## src/rtl/gtp_tx_sched.sv

```systemverilog
// gtp_tx_sched: round-robin GTP TX frame scheduler (SOF/ID/HEAD/DATA/CRC/EOF) with trigger-frame insertion.
// Optional source-stall watchdog with zero padding: define GTP_TX_TIMEOUT_EN.
module gtp_tx_sched #(
  parameter int NUM_REQ        = 4,
  parameter int TIMEOUT_CYCLES = 1024
) (
  input  logic                  log_clk,
  input  logic                  log_rst_q,
  input  logic [31:0]           gtx_id,
  input  logic                  trig_req,
  input  logic [NUM_REQ-1:0]    req,
  input  logic [8*NUM_REQ-1:0]  req_len,
  input  logic [8*NUM_REQ-1:0]  req_head,
  output logic [NUM_REQ-1:0]    gnt,
  output logic [NUM_REQ-1:0]    done,
  input  logic [32*NUM_REQ-1:0] src_tdata,
  input  logic [NUM_REQ-1:0]    src_tvalid,
  output logic [NUM_REQ-1:0]    src_tready,
  output logic [31:0]           tx_tdata,
  output logic                  tx_tvalid,
  output logic                  tx_tlast,
  input  logic                  tx_tready,
  output logic                  trig_drop,
  output logic                  tx_err
);
  localparam int IW = $clog2(NUM_REQ);
  typedef enum logic [2:0] {IDLE, TRIG, SOF, ID, HEAD, DATA, CRC, EOF} state_t;

  if (NUM_REQ < 2 || NUM_REQ > 8 || TIMEOUT_CYCLES < 1) begin : g_bad_param
    $error("gtp_tx_sched: NUM_REQ must be 2..8 and TIMEOUT_CYCLES >= 1");
  end

  // MSB-first CRC-32, 32 data bits per step, no reflection
  function automatic logic [31:0] crc32_d32(input logic [31:0] d, input logic [31:0] c);
    logic [31:0] r;
    r = c;
    for (int i = 31; i >= 0; i--) r = {r[30:0], 1'b0} ^ ((r[31] ^ d[i]) ? 32'h04C11DB7 : 32'h0);
    return r;
  endfunction

  state_t         state;
  logic [IW-1:0]  g, ptr, sel;
  logic [7:0]     len, head, cnt;
  logic [31:0]    id_q, crc, src_d, dword;
  logic           trig_pend, src_v, xfer, acc_trig;

  always_comb begin
    sel = ptr;
    for (int k = NUM_REQ; k >= 1; k--) sel = req[(int'(ptr) + k) % NUM_REQ] ? IW'((int'(ptr) + k) % NUM_REQ) : sel;
  end

`ifdef GTP_TX_TIMEOUT_EN
  localparam int TW = $clog2(TIMEOUT_CYCLES + 1);
  logic [TW-1:0] idle_cnt;
  logic          pad, err;
  always_ff @(posedge log_clk or posedge log_rst_q) begin
    if (log_rst_q) begin
      idle_cnt <= '0;
      pad      <= 1'b0;
      err      <= 1'b0;
    end else if (state != DATA) begin
      idle_cnt <= '0;
      pad      <= 1'b0;
    end else if (!pad) begin
      idle_cnt <= src_v ? '0 : idle_cnt + 1'b1;
      if (!src_v && idle_cnt == TW'(TIMEOUT_CYCLES - 1)) begin
        pad <= 1'b1;
        err <= 1'b1;
      end
    end
  end
  assign tx_err = err;
`else
  logic pad;
  assign pad    = 1'b0;
  assign tx_err = 1'b0;
`endif

  assign src_v    = src_tvalid[g];
  assign src_d    = src_tdata[32*g +: 32];
  assign dword    = pad ? 32'h0 : src_d;
  assign xfer     = tx_tvalid && tx_tready;
  assign acc_trig = (state == TRIG) && xfer;

  // stream outputs decode straight from state so reset kills tvalid without waiting for a clock
  always_comb begin
    tx_tvalid  = (state == DATA) ? (pad || src_v) : (state != IDLE);
    tx_tlast   = (state == TRIG) || (state == EOF);
    tx_tdata   = (state == TRIG) ? 32'h0000FFBA :
                 (state == SOF)  ? 32'h0000FFBC :
                 (state == ID)   ? id_q :
                 (state == HEAD) ? {16'h0, head, len} :
                 (state == DATA) ? dword :
                 (state == CRC)  ? crc :
                 (state == EOF)  ? 32'h0000FFBD : 32'h0;
    src_tready = (state == DATA && !pad && tx_tready) ? NUM_REQ'(1) << g : '0;
  end

  always_ff @(posedge log_clk or posedge log_rst_q) begin
    if (log_rst_q) begin
      state     <= IDLE;
      g         <= '0;
      ptr       <= IW'(NUM_REQ - 1);
      len       <= '0;
      head      <= '0;
      cnt       <= '0;
      id_q      <= '0;
      crc       <= 32'hFFFFFFFF;
      trig_pend <= 1'b0;
      trig_drop <= 1'b0;
      gnt       <= '0;
      done      <= '0;
    end else begin
      done      <= '0;
      trig_drop <= trig_req && trig_pend && !acc_trig;
      trig_pend <= trig_req || (trig_pend && !acc_trig);
      case (state)
        IDLE: if (trig_pend) state <= TRIG;
              else if (|req) begin
                g     <= sel;
                ptr   <= sel;
                len   <= req_len[8*sel +: 8];
                head  <= req_head[8*sel +: 8];
                gnt   <= NUM_REQ'(1) << sel;
                state <= SOF;
              end
        TRIG: if (xfer) state <= IDLE;
        SOF:  if (xfer) begin
                id_q  <= gtx_id;
                state <= ID;
              end
        ID:   if (xfer) begin
                crc   <= crc32_d32(id_q, crc);
                state <= HEAD;
              end
        HEAD: if (xfer) begin
                crc   <= crc32_d32({16'h0, head, len}, crc);
                cnt   <= '0;
                state <= (len == 8'd0) ? CRC : DATA;
              end
        DATA: if (xfer) begin
                crc <= crc32_d32(dword, crc);
                cnt <= cnt + 8'd1;
                if (cnt + 8'd1 == len) state <= CRC;
              end
        CRC:  if (xfer) state <= EOF;
        EOF:  if (xfer) begin
                done  <= gnt;
                gnt   <= '0;
                crc   <= 32'hFFFFFFFF;
                state <= IDLE;
              end
        default: state <= IDLE;
      endcase
    end
  end
endmodule

```

## config.mk

```make
export PLATFORM = sky130hd
export DESIGN_NAME = gtp_tx_sched
export DESIGN_NICKNAME = d
export VERILOG_FILES = /design/src/rtl/gtp_tx_sched.sv
export SDC_FILE = /design/constraint.sdc
export NUM_CORES = 1
export LEC_CHECK = 0
export BUFFER_PORTS_ARGS = -buffer_cell sky130_fd_sc_hd__buf_4
export CAP_MARGIN = 5
export CELL_PAD_IN_SITES_DETAIL_PLACEMENT = 1
export CELL_PAD_IN_SITES_GLOBAL_PLACEMENT = 2
export CORE_ASPECT_RATIO = 0.6
export CORE_MARGIN = 8
export CORE_UTILIZATION = 40
export DETAILED_ROUTE_END_ITERATION = 8
export HOLD_SLACK_MARGIN = 0.08
export PLACE_DENSITY = 0.89
export SKIP_LAST_GASP = 1
export SLEW_MARGIN = 40
export SYNTH_ARGS = -nofsm -noshare
export SYNTH_HDL_FRONTEND = slang
export SYNTH_SLANG_ARGS = --single-unit
```

## constraint.sdc

```tcl
create_clock -name log_clk -period 10.9 [get_ports log_clk]
set_input_delay 2.18 -clock log_clk [delete_from_list [all_inputs] [get_ports log_clk]]
set_output_delay 2.18 -clock log_clk [all_outputs]
set_load 0.02 [all_outputs]
```

* Yosys cells after proc, flatten, opt, wreduce, memory -nomap -nowiden
Cells that the tools add are included.
** Storage, ports and cells
- Register bits :: 105
- Input bits :: 236
- Output and inout port bits :: 48
- Logic and storage cells :: 402
** Cells by class
- Add/sub/neg operators :: 5
- $lt $le $gt $ge :: 5
- Equal/unequal tests :: 19
- Shift-type cells :: 5
- Mux-type cells :: 148
- Bitwise operators :: 181
- Reductions and logical operators :: 27
** Operators with widths (number)
- bitwise XOR 32 x 27 -> 32 bit :: 96
- 2-to-1 mux 27 bit :: 96
- 2-to-1 mux 32 bit :: 10
- one-hot mux 32 bit (4 select lines) :: 1
- indexed part select 128 x 8 -> 32 bit :: 1
- bitwise XOR 1 bit :: 80
- indexed part select 32 x 6 -> 8 bit :: 2
- 2-to-1 mux 3 bit :: 9
- 2-to-1 mux 4 bit :: 6
- one-hot mux 3 bit (7 select lines) :: 1
- < comparator 3 x 4 -> 1 bit (second input constant) :: 4
- 2-to-1 mux 16 bit :: 1
- 2-to-1 mux 8 bit :: 2
- inequality test 2 bit (second input constant) :: 8
- one-hot mux 8 bit (2 select lines) :: 1
- equality test 3 bit (second input constant) :: 4
- binary-select mux 1 bit (select 2 bit) :: 5
- 2-to-1 mux 1 bit :: 10
- 2-to-1 mux 2 bit :: 5
- OR reduction 2 bit :: 5
- adder 8 x 1 -> 8 bit (second input constant) :: 1
- equality test 8 bit :: 1
- zero test 8 bit :: 1
- one-hot mux 4 bit (2 select lines) :: 1
- 23 further kinds :: 39

* Longest topological paths before layout
- Depth after elaboration :: 99
- Gate-level depth with buffers :: 16
- Mapped depth without buffers :: 11

* Worst setup path after synthesis
Ideal clock, no wire load.
- Path kind :: input to register
- From :: in src_tdata[127]
- To :: reg crc[12]
- Library setup time :: 0.087 ns
- Arrival :: 6.168 ns
- Required time :: 10.813 ns
- Slack :: 4.645 ns
- Stages on the path :: 11
- Buffers on the path :: 0
- Path through :: mux4_2 -> xnor2_4 -> xnor3_1 -> xnor3_1 -> xnor3_2 -> xor3_2 -> xor3_2 -> xnor3_2 -> xnor2_1 -> a221oi_1 -> nor3_1
** On the way
- Cells in the longest elaborated chain, start to end :: 47
- Elaborated cells on any way between the ends :: 73
- Those cells by class :: shift: 1; mux: 21; bitwise: 51
** Ends and longest elaborated chain
- start, declared :: line 16 : input logic [32*NUM_REQ-1:0] src_tdata,
- indexed part select 128 x 8 -> 32 bit (*) :: line 80 : assign src_d = src_tdata[32*g +: 32];
- bitwise XOR 1 bit (*) :: line 37 : for (int i = 31; i >= 0; i--) r = {r[30:0], 1'b0} ^ ((r[31] ^ d[i]) ? 32'h04C11DB7 : 32'h0);
- 2-to-1 mux 27 bit (*) :: line 37
- bitwise XOR 32 x 27 -> 32 bit (*) (6 in series) :: line 37
- bitwise XOR 1 bit :: line 37
- 2-to-1 mux 27 bit :: line 37
- bitwise XOR 32 x 27 -> 32 bit (*) (6 in series) :: line 37
- bitwise XOR 1 bit :: line 37
- (+15 left out)
- bitwise XOR 1 bit :: line 37
- 2-to-1 mux 27 bit :: line 37
- bitwise XOR 32 x 27 -> 32 bit (*) (6 in series) :: line 37
- bitwise XOR 1 bit :: line 37
- 2-to-1 mux 27 bit :: line 37
- bitwise XOR 32 x 27 -> 32 bit (*) (2 in series) :: line 37
- 2-to-1 mux 32 bit (*) :: line 141 : DATA: if (xfer) begin
- one-hot mux 32 bit (4 select lines) (*) :: line 117 : case (state)
- end signal, assigned :: line 133 : crc <= crc32_d32(id_q, crc);
- end signal, assigned :: line 137 : crc <= crc32_d32({16'h0, head, len}, crc);
- end signal, assigned :: line 142 : crc <= crc32_d32(dword, crc);
- end, declared :: line 44 : logic [31:0] id_q, crc, src_d, dword;
Mark *: on every way between the ends. The rest lies on a longest branch, timed or not. The select of a mux whose other input is x is not followed.
A chain may end at the register's enable or synchronous reset.

* Worst setup path after layout
- From :: in src_tdata[125]
- To :: reg crc[5]
** On the way
- Cells in the longest elaborated chain, start to end :: 43
- Elaborated cells on any way between the ends :: 65
- Those cells by class :: shift: 1; mux: 18; bitwise: 46
** Ends and longest elaborated chain (line)
- indexed part select 128 x 8 -> 32 bit (*) :: 80
- bitwise XOR 1 bit (*) :: 37
- 2-to-1 mux 27 bit (*) :: 37
- bitwise XOR 32 x 27 -> 32 bit (*) (6 in series) :: 37
- bitwise XOR 1 bit or bitwise XOR 32 x 27 -> 32 bit (tied branches) :: 37
- 2-to-1 mux 27 bit or bitwise XOR 32 x 27 -> 32 bit (tied branches) :: 37
- bitwise XOR 32 x 27 -> 32 bit (*) (6 in series) :: 37
- bitwise XOR 1 bit or bitwise XOR 32 x 27 -> 32 bit (tied branches) :: 37
- (+7 left out)
- bitwise XOR 1 bit or bitwise XOR 32 x 27 -> 32 bit (tied branches) :: 37
- 2-to-1 mux 27 bit or bitwise XOR 32 x 27 -> 32 bit (tied branches) :: 37
- bitwise XOR 32 x 27 -> 32 bit (*) (6 in series) :: 37
- bitwise XOR 1 bit or bitwise XOR 32 x 27 -> 32 bit (tied branches) :: 37
- 2-to-1 mux 27 bit or bitwise XOR 32 x 27 -> 32 bit (tied branches) :: 37
- bitwise XOR 32 x 27 -> 32 bit (*) (6 in series) :: 37
- 2-to-1 mux 32 bit (*) :: 141
- one-hot mux 32 bit (4 select lines) (*) :: 117
Marks and branches as above.

==> flow_metrics.tcl <==
set metrics [dict create \
    grt_overflow_total 0 \
    multi_input_comb_area_um2 12900 \
    postSynthRegisterBits 105 \
    worstPathRequired_ps 11230 \
    synth.avg_cell_area_um2 10.3 \
    areaGrowthSynthToFinish_pct 19.0 \
    clk_transition_reported_paths_ps 90 \
    slew_headroom_pct 35.0 \
    final_worst_clock_skew_ps 18.7 \
    hold_buffers 0 \
    synth.most_common_cell "xnor2_1" \
    synth.lib_cells_used.distinct 56 \
    clock_tree.buffer_depth 2 \
    grt_pass1_wl_um 104000 \
    num_io_pins 284 \
    io_buffers 282 \
    total_inserted_antenna_cells 0 \
    width_of_the_die_um 273 \
    synth-warning-count 0 \
    grt.total_usage_pct 31.1 \
    drv_slew 0 \
    area.sequential_um2 2670 \
    postRouteWirelength_um 74000 \
    finalWeightedCongestion 1.02 \
    tightest_slew_ps 968 \
    setup_violations 0 \
    chipHeight_um 170 \
    placementRows 56 \
    grt_start_max_net_pins 64 \
    number_of_h_tree_levels 3 \
    fill_cells 4396 \
    yosysTopAreaCellShare_pct 28.1 \
    cts_bufs_inserted 9 \
    timing_hold_violations_final 0 \
    drt_pre_antenna_iters 5 \
    syn_nets 1782 \
    synth_edf_count 0 \
    post_cts.resized_instances 0 \
    number_of_antenna_violations_at_the_first_check_in_global_routing 0 \
    floorplan.initialDensity_pct 40.6 \
    drc_errors 0 \
    final_layout_net_count 2011 \
    cts_tree "yes" \
    syn-cell-area_um2 15900 \
    reg2reg_setup_slack_ps 4820 \
    crit_type "in -> reg" \
    crit_arrival_ps 6990 \
    synth.top_cells.by_area "xnor2_1 (28%), xnor3_1 (15%), dfrtp_1 (11%)" \
    start_kind "input port" \
    antenna_violating_nets_post_route 0 \
    floorplan.die_area_um2 46500 \
    status "finished, final reports clean" \
    crit_path_max_fanout 5 \
    synth_common_cells "xnor2_1 (510), xor2_1 (152), nand2_1 (119), xnor3_1 (105), nor2_1 (82)" \
    detail_route.wl_per_cell_um 32.2 \
    detail_route.vias_per_cell 5.85 \
    achievable-frequency_mhz 150 \
    cts_setup_buffers 0 \
    synth_top_cell_by_area "xnor2_1" \
    clockRootBuffer "clkbuf_16" \
    drtIter0Drc 1737 \
    hold_class "reg -> reg" \
    crit_path_end_kind "register" \
    vias 13500 \
    cap_violations 0 \
    grt_pass1_vias 14000 \
    final_min_period_over_clock_period_pct 61.1 \
    unrepaired_setup_endpoints_after_global_routing "false" \
    drive_gt1_share_pct 27.8 \
    post_synth_inst_count 1545 \
    clock_latency_reported_for_the_late_side_of_the_worst_skew_pair_ps 400 \
    clkSinkCount 105 \
    post-dp-hpwl_um 63000 \
    ys.flop_type "dfrtp_1" \
    async_reset_ff_share_pct 100 \
    design.core.area_um2 39100 \
    summed_negative_setup_slack_over_all_endpoints_ps 0 \
    synth.yosys.seq_area_share_pct 16.8 \
    final_period_minus_worst_setup_slack_ps 6660 \
]
==> kinds of logic after synthesis <==
logic type	Yosys count	share of synthesized area (%)
xor+xnor	802	55.8
simple gates	237	6.04
compound gates	201	8.08
flops	105	16.8
buf+inv	100	2.63
mux	98	10.5
fa+ha+maj	1	0.0788
other cells	1	0.0236
==> layout by cell type (no fill, tap or decap), types with 3 or more instances in the layout <==
cell type   Yosys  final
xnor2_1       510    501
buf_4           5    305
xor2_1        152    151
nand2_1       119    118
xnor3_1       105    105
nor2_1         82     76
o21ai_0        76     76
dfrtp_1        71     70
mux4_2         52     52
mux2_2         35     35
dfstp_2        34     34
a21oi_1        31     28
xnor2_2        15     24
a22oi_1        18     18
a221oi_1       17     17
o221ai_1       14     14
nor3_1         13     13
mux2i_1        11     11
o22ai_1        11     11
xor3_1          9      9
clkbuf_16       0      9
inv_1           8      7
and2_1          6      6
o31ai_1         6      6
a211oi_1        6      6
xor2_2          4      5
nand3_1         5      5
xnor3_2         4      4
nor2_2          0      4
a31oi_1         4      4
nor4_1          5      4
a21o_1          3      3
clkinvlp_4      0      3
==> per-layer routing <==
| layer | part of all wire [%] | GRT usage [%] | routed length [µm] |
|---|---|---|---|
| met1 | 47 | 47.3 | 34600 |
| met4 | 1.9 | 5.54 | 1390 |
| met5 | 0 | 0 | 0 |
| met3 | 12 | 10.4 | 9070 |
| met2 | 39 | 42.1 | 28900 |
==> metrics by stage <==
stage	hold slack [ps]	util [%]	instances	cell area, µm²	setup WS [ps]
2_1_floorplan	468	-	1545	15900	4640
3_3_place_gp	486	47.3	2282	18500	4070
3_5_place_dp	510	47.5	2285	18600	4010
4_1_cts	533	48.2	2301	18900	4390
5_1_grt	551	48.3	2301	18900	4070
6_report	529	48.3	2301	18900	4240
==> area by class of cell <==
cell class	instances	area share, %
Tap cell	522	3.46
Timing Repair Buffer	308	12.3
Clock inverter	6	0.271
Inverter	10	0.212
Clock buffer	10	1.26
Sequential cell	105	14.1
Multi-Input combinational cell	1340	68.4
==> state kept, by name, indices dropped and copies added (netlist names) <==
signal,cells
crc,32
id_q,32
cnt,8
head,8
len,8
done,4
gnt,4
state,3
g,2
ptr,2
trig_drop,1
trig_pend,1
==> worst paths after layout <==
path,from,endpoint,cells past startpoint
max,src_tdata[125],crc[5],12
min in group asynchronous,log_rst_q,cnt[5],2
max in group asynchronous,log_rst_q,g[0],3
min,gnt[3],gnt[3],2
min reg2reg,gnt[3],gnt[3],2
max reg2reg,g[0],crc[5],12
==> critical path, stage by stage <==
cell	delay (ps)
buf_4	130
mux4_2	570
xnor3_1	420
xnor2_2	410
xor3_1	600
xnor3_1	560
xnor2_1	440
xnor3_1	590
xor2_2	420
xnor2_1	210
o21ai_0	290
o21a_1	170
Power is not shown: default switching activity piles up to over one toggle a cycle in this logic, so the estimate is an artifact.
